File: src/rtl/register_file_pkg.sv
// Shared CPU constants: data width, register count, register-index width and
// the instruction fields the core decodes register indices from.
package register_file_pkg;

    localparam int unsigned CPU_XLEN  = 64;
    localparam int unsigned CPU_NREGS = 32;
    localparam int unsigned REG_IDX_W = $clog2(CPU_NREGS);
    localparam int unsigned INSTR_W   = 32;

    typedef logic [REG_IDX_W-1:0] reg_idx_t;

    function automatic reg_idx_t instr_rs1(input logic [INSTR_W-1:0] instr);
        return instr[19:15];
    endfunction

    function automatic reg_idx_t instr_rs2(input logic [INSTR_W-1:0] instr);
        return instr[24:20];
    endfunction

    function automatic reg_idx_t instr_rd(input logic [INSTR_W-1:0] instr);
        return instr[11:7];
    endfunction

endpackage

File: src/rtl/register_file.sv
// RISC-V integer register file: one write port, two combinational read ports
// with write-through bypass; x0 hardwired to zero.
module register_file
    import register_file_pkg::*;
#(
    parameter int unsigned XLEN  = CPU_XLEN,
    parameter int unsigned NREGS = CPU_NREGS
) (
    input  logic                 clk,
    input  logic                 reset,
    input  logic [REG_IDX_W-1:0] rd,
    input  logic [XLEN-1:0]      write_data,
    input  logic                 we,
    input  logic [REG_IDX_W-1:0] rs1,
    output logic [XLEN-1:0]      data1,
    input  logic [REG_IDX_W-1:0] rs2,
    output logic [XLEN-1:0]      data2
);

    logic [XLEN-1:0] regs [NREGS];
    logic            wr_en_c;

    // A write is live only out of reset and never for x0; this also gates the bypass.
    assign wr_en_c = reset && we && (rd != '0);

    // regs[0] is cleared by reset and never written, so it stays zero.
    always_ff @(posedge clk or negedge reset) begin
        if (!reset) begin
            regs <= '{default: '0};
        end else if (wr_en_c) begin
            regs[rd] <= write_data;
        end
    end

    always_comb begin
        data1 = '0;
        data2 = '0;
        if (reset) begin
            if (rs1 != '0) begin
                data1 = (wr_en_c && (rs1 == rd)) ? write_data : regs[rs1];
            end
            if (rs2 != '0) begin
                data2 = (wr_en_c && (rs2 == rd)) ? write_data : regs[rs2];
            end
        end
    end

endmodule

File: config.mk
export PLATFORM = sky130hd
export DESIGN_NAME = register_file
export DESIGN_NICKNAME = d
export VERILOG_FILES = /design/src/rtl/register_file_pkg.sv /design/src/rtl/register_file.sv
export SDC_FILE = /design/constraint.sdc
export NUM_CORES = 2
export LEC_CHECK = 0
export ABC_CLOCK_PERIOD_IN_PS = 3000
export BUFFER_PORTS_ARGS = -buffer_cell sky130_fd_sc_hd__buf_2
export CAP_MARGIN = 20
export CORE_ASPECT_RATIO = 0.7
export CORE_MARGIN = 2
export CORE_UTILIZATION = 55
export DETAILED_ROUTE_END_ITERATION = 8
export PLACE_DENSITY = 0.78
export SYNTH_ARGS = -nofsm -noshare
export SYNTH_HDL_FRONTEND = slang
export SYNTH_SLANG_ARGS = --single-unit
File: constraint.sdc
create_clock -name clk -period 3 [get_ports clk]
set_input_delay 0.6 -clock clk [delete_from_list [all_inputs] [get_ports clk]]
set_output_delay 0.6 -clock clk [all_outputs]
set_load 0.005 [all_outputs]
* After elaboration in Yosys (flattened, before gate mapping) *
Index checks and enable logic that the tools add are counted.

operators by class
  eq/ne operators = 2
  mux-type cells = 15
  bitwise operators = 3
  reductions and logical operators = 8
  $lt $le $gt $ge = 4

operators with widths
  kind                                                                   count
  2048-bit bitwise mux                                                   1
  64-bit two-way mux                                                     11
  64-bit binary-select mux with 5-bit select                             2
  64-bit demux with 5-bit select                                         1
  6-bit greater-or-equal comparator (second input constant)              3
  5-bit inverter with 6-bit output                                       3
  5-bit nonzero test                                                     3
  5-bit equality test                                                    2
  6-bit by 1-bit < comparator with 1-bit output (second input constant)  1
  1-bit logical AND                                                      5

word-level totals
  flip-flop bits (word level) = 2048
  output and inout bits = 128
  input bits = 82

* Longest topological paths before layout *
  depth after elaboration = 7
  depth in mapped cells = 10

* Worst setup path after synthesis *
Ideal clock, no wire load.

  path kind = input to output
  start point = input port rs1[0]
  end point = output port data1[44]
  arrival time = 2.506 ns
  path slack = -0.106 ns
  stages on the path = 8
  path buffers = 4
  cell sequence = buf_2 buf_2 buf_2 buf_2 mux4_2 a22oi_1 a21oi_1 a211o_1

between the ends
  word-level cells in the longest chain between the ends = 7
  elaborated cells on any way between the ends = 10

RTL lines
  what                                                    line                 text
  start, declared                                         register_file.sv:14  input logic [REG_IDX_W-1:0] rs1,
  5-bit inverter with 6-bit output (not written as such)  register_file.sv:40  data1 = (wr_en_c && (rs1 == rd)) ? write_data : regs[rs1];
  64-bit binary-select mux with 5-bit select              register_file.sv:40
  64-bit two-way mux (not written as such) (2 in a row)   register_file.sv:40
  64-bit two-way mux                                      register_file.sv:40
  64-bit two-way mux *                                    register_file.sv:39  if (rs1 != '0) begin
  64-bit two-way mux *                                    register_file.sv:38  if (reset) begin
  end, declared                                           register_file.sv:15  output logic [XLEN-1:0] data1,

Every way passes the cells marked *; elsewhere a longest branch is shown, timed or not. The select of a mux whose other input is x is not followed.

* Final worst setup path *
  start point = register regs[1104] (netlist bit)
  end point = output port data2[16]

between the ends
  word-level cells in the longest chain between the ends = 6

RTL lines
  what                                                   line                 text
  start, declared                                        register_file.sv:20  logic [XLEN-1:0] regs [NREGS];
  start signal, assigned by index                        register_file.sv:31  regs[rd] <= write_data;
  64-bit binary-select mux with 5-bit select             register_file.sv:43  data2 = (wr_en_c && (rs2 == rd)) ? write_data : regs[rs2];
  64-bit two-way mux (not written as such) (2 in a row)  register_file.sv:43
  64-bit two-way mux                                     register_file.sv:43
  64-bit two-way mux                                     register_file.sv:42  if (rs2 != '0) begin
  64-bit two-way mux                                     register_file.sv:38
  end, declared                                          register_file.sv:17  output logic [XLEN-1:0] data2

No other way between the ends. The select of a mux whose other input is x is not followed.

==> flow_metrics.py <==
metrics = {
    "placed_design": {
        "port_buffers": 209,
        "place_hpwl_mm": 209,
        "pre_cts_slack_ps": -564,
        "gp_congestion": 0.861,
        "dp_cells": 9734,
    },
    "global_routing": {
        "grt_max_degree": 192,
        "grt_pass1_wl_mm": 529,
        "antenna_found_initial": 9,
        "track_usage": 0.356,
        "grt_overflow": 0,
        "grt_pass1_vias": 76900,
    },
    "timing": {
        "finalCritPeriodShare": 1.17,
        "slew_violations": 0,
        "post-route-min-period_ps": 3500,
        "fmax_ghz": 0.286,
        "setup_ws_ps": -502,
        "tightest_slew_ps": 1090,
        "worst_hold_slack_ps": 35.1,
        "slew_headroom": 0.272,
        "rsz0062_at_grt": "true",
        "tns_ps": -39840,
        "fin_skew_ps": 0,
        "setup_viol": 128,
        "final_hold_viol_count": 0,
    },
    "power": {
        "clock_power_share": 0.361,
        "power.density_nw_per_um2": 580,
        "p_int_uw": 55900,
        "ir_worst_vdd_uv": 478,
        "seq_power_share": 0.447,
        "switching_share": 0.269,
        "comb_power_share": 0.193,
        "power_switching_uw": 20500,
        "p_leak_uw": 0.0588,
    },
    "clocking": {
        "cts-root-buf": "clkbuf_16",
        "path_clk_slew_ps": 70,
        "cts_buffers": 200,
        "htree_levels": 4,
        "clock_latency_ps": 900,
        "cts_tree": "yes",
        "max-clock-path-buffers": 4,
        "clock-sinks": 2048,
    },
    "synthesis": {
        "netlist_area_um2": 109000,
        "syn_area_per_cell_um2": 15.3,
        "synth_area_leaders": "dfrtp_1 47%, mux2_2 22%, mux4_2 21%",
        "synth_cells": 7118,
        "yosysMostFrequentCell": "mux2_2",
        "yosys.area.top_type": "dfrtp_1",
        "synth.distinct_cells": 45,
        "yosys_warnings": 0,
        "synth_top_area_share": 0.469,
        "async_reset_ff_frac": 1.00,
        "yosys-top-cells-count": "2,085 x mux2_2, 2,048 x dfrtp_1, 1,024 x mux4_2",
        "ys.flop_type": "dfrtp_1",
        "syn_nets": 7200,
        "synth_edf_count": 0,
        "ys_seq_area_frac": 0.469,
        "ys_ff_latch": 2048,
    },
    "floorplanning": {
        "die_h_um": 377,
        "io_pins": 210,
        "die_area_um2": 202000,
        "start_util": 0.555,
        "die_x_um": 537,
        "core_um2": 197000,
        "rows": 136,
    },
    "finish": {
        "drive_above_1_share": 0.640,
        "top_register": "regs",
        "final-seq-area_um2": 51200,
        "final-instance-count-excl-fill": 10300,
        "finish.utilization": 0.669,
        "multi_input_area_um2": 57000,
        "synthToLayoutAreaGrowth_pct": 20.7,
        "largest_reg_flops": 2048,
        "reg.largest.list": "regs x2048",
        "fill_cells": 12400,
        "num-nets-final": 7636,
    },
    "critical_path": {
        "path_cells": "mux4_2 -> mux2_4 -> o211ai_1 -> nand2_1 -> buf_2",
        "critPathMaxStageDelay_ps": 590,
        "crit_type": "reg -> out",
        "worst_ep_arrival_time_ps": 2900,
        "path_max_fanout": 3,
        "cp_slowest_cell": "o211ai_1",
        "cp.required_ps": 2400,
        "startpoint_type": "flop",
        "crit_path_end_kind": "output pin",
    },
    "routing": {
        "num_vias": 75200,
        "drtIter0Drc": 10200,
        "via_per_inst": 7.28,
        "drt-total-wl_mm": 364,
        "postRouteAntennaNets": 0,
        "route.detailed.drc": 0,
        "firstDrtPassIters": 8,
        "routedWlPerCell_um": 35.3,
    },
    "outcome": {
        "status": "finished, violations left",
        "violations": "negative setup slack",
    },
    "job": {
        "drv_cap": 0,
    },
    "min_path": {
        "min_path_type": "in -> async",
    },
}
[layout make-up]
class / instances / share of cell area
multi-input combinational: 4232 / 0.433
sequential: 2048 / 0.389
timing repair buffer: 1071 / 0.0995
clock buffer: 282 / 0.0442
tap: 2622 / 0.0249
clock inverter: 74 / 0.00921
antenna: 4 / 0.0000760
inverter: 1 / 0.0000285
[final timing paths]
path                           startpoint    endpoint  slack, ps  depth (start not counted)
max reg2reg                    regs[1803]  regs[1803]       2060                          2
max in group asynchronous           reset  regs[1100]        580                          6
min reg2reg                    regs[2030]  regs[2030]        400                          0
min                                 reset   regs[552]         40                          3
max                            regs[1104]   data2[16]       -500                          5
min in group clk           write_data[43]   regs[235]         70                          2
[kinds of logic after synthesis]
| kind of cell | Yosys count | share of synthesized area |
|---|---|---|
| AOI/OAI and AO/OA | 574 | 0.0375 |
| xor gates and xnor gates | 10 | 0.000802 |
| buffers and inverters | 839 | 0.0328 |
| DFF | 2048 | 0.469 |
| muxes | 3319 | 0.446 |
| and+or+nand+nor | 328 | 0.0140 |
[power groups by stage]
stage,sequential [uW],combinational [uW],clock (uW)
final,34100,14700,27600
after global routing,34400,15500,28800
after CTS,33800,14100,27600
after detailed placement,34300,12900,0
after global placement,33900,12500,0
after floorplan,33300,9190,0
[metal layers]
metal  GRT usage  share of wire
met5           0       0.000082
met4       0.185          0.059
met3       0.103           0.12
met2       0.528           0.45
met1       0.480           0.37
[worst max-delay path: cells and delay by family, from the launching register on]
family,cells,cell delay (ps)
buffers and inverters,1,160
flip-flops,1,410
multiplexers,2,740
AO/OA/AOI/OAI,1,590
AND/OR/NAND/NOR,1,120
[cell usage in the layout (no fill, tap or decap), drive strengths merged, types with 3 or more instances in the layout]
master / count
nor2b: 58
a22oi: 142
nor4: 6
diode: 4
bufbuf: 10
a211o: 52
and3: 6
xnor2: 5
a21oi: 118
nand3: 21
clkinv: 35
buf: 1046
or2: 3
mux2i: 210
nor2: 47
dlygate4sd3: 3
xor2: 5
nor3: 4
nand2: 172
a211oi: 109
o22ai: 53
inv: 7
dfrtp: 2048
clkbuf: 294
bufinv: 31
mux2: 2085
mux4: 1024
o221ai: 11
o211ai: 80
nand2b: 6
[through the flow]
| step | total power (uW) | instance area, um2 |
|---|---|---|
| after floorplan | 42500 | 109000 |
| after global placement | 46500 | 118000 |
| after detailed placement | 47200 | 118000 |
| after CTS | 75600 | 130000 |
| after global routing | 78700 | 132000 |
| final | 76400 | 132000 |
[timing repair]
item | 4_1_cts | 5_1_grt
hold endpoints to repair | 48 | 0
pin swaps | 204 | 151
hold buffers | 3 | 0
cloned | 42 | 12
setup endpoints to repair | 128 | 128
gates resized for setup | 550 | 248
buffers inserted | 132 | 104
Note: power is estimated with default switching activity, not from simulation.
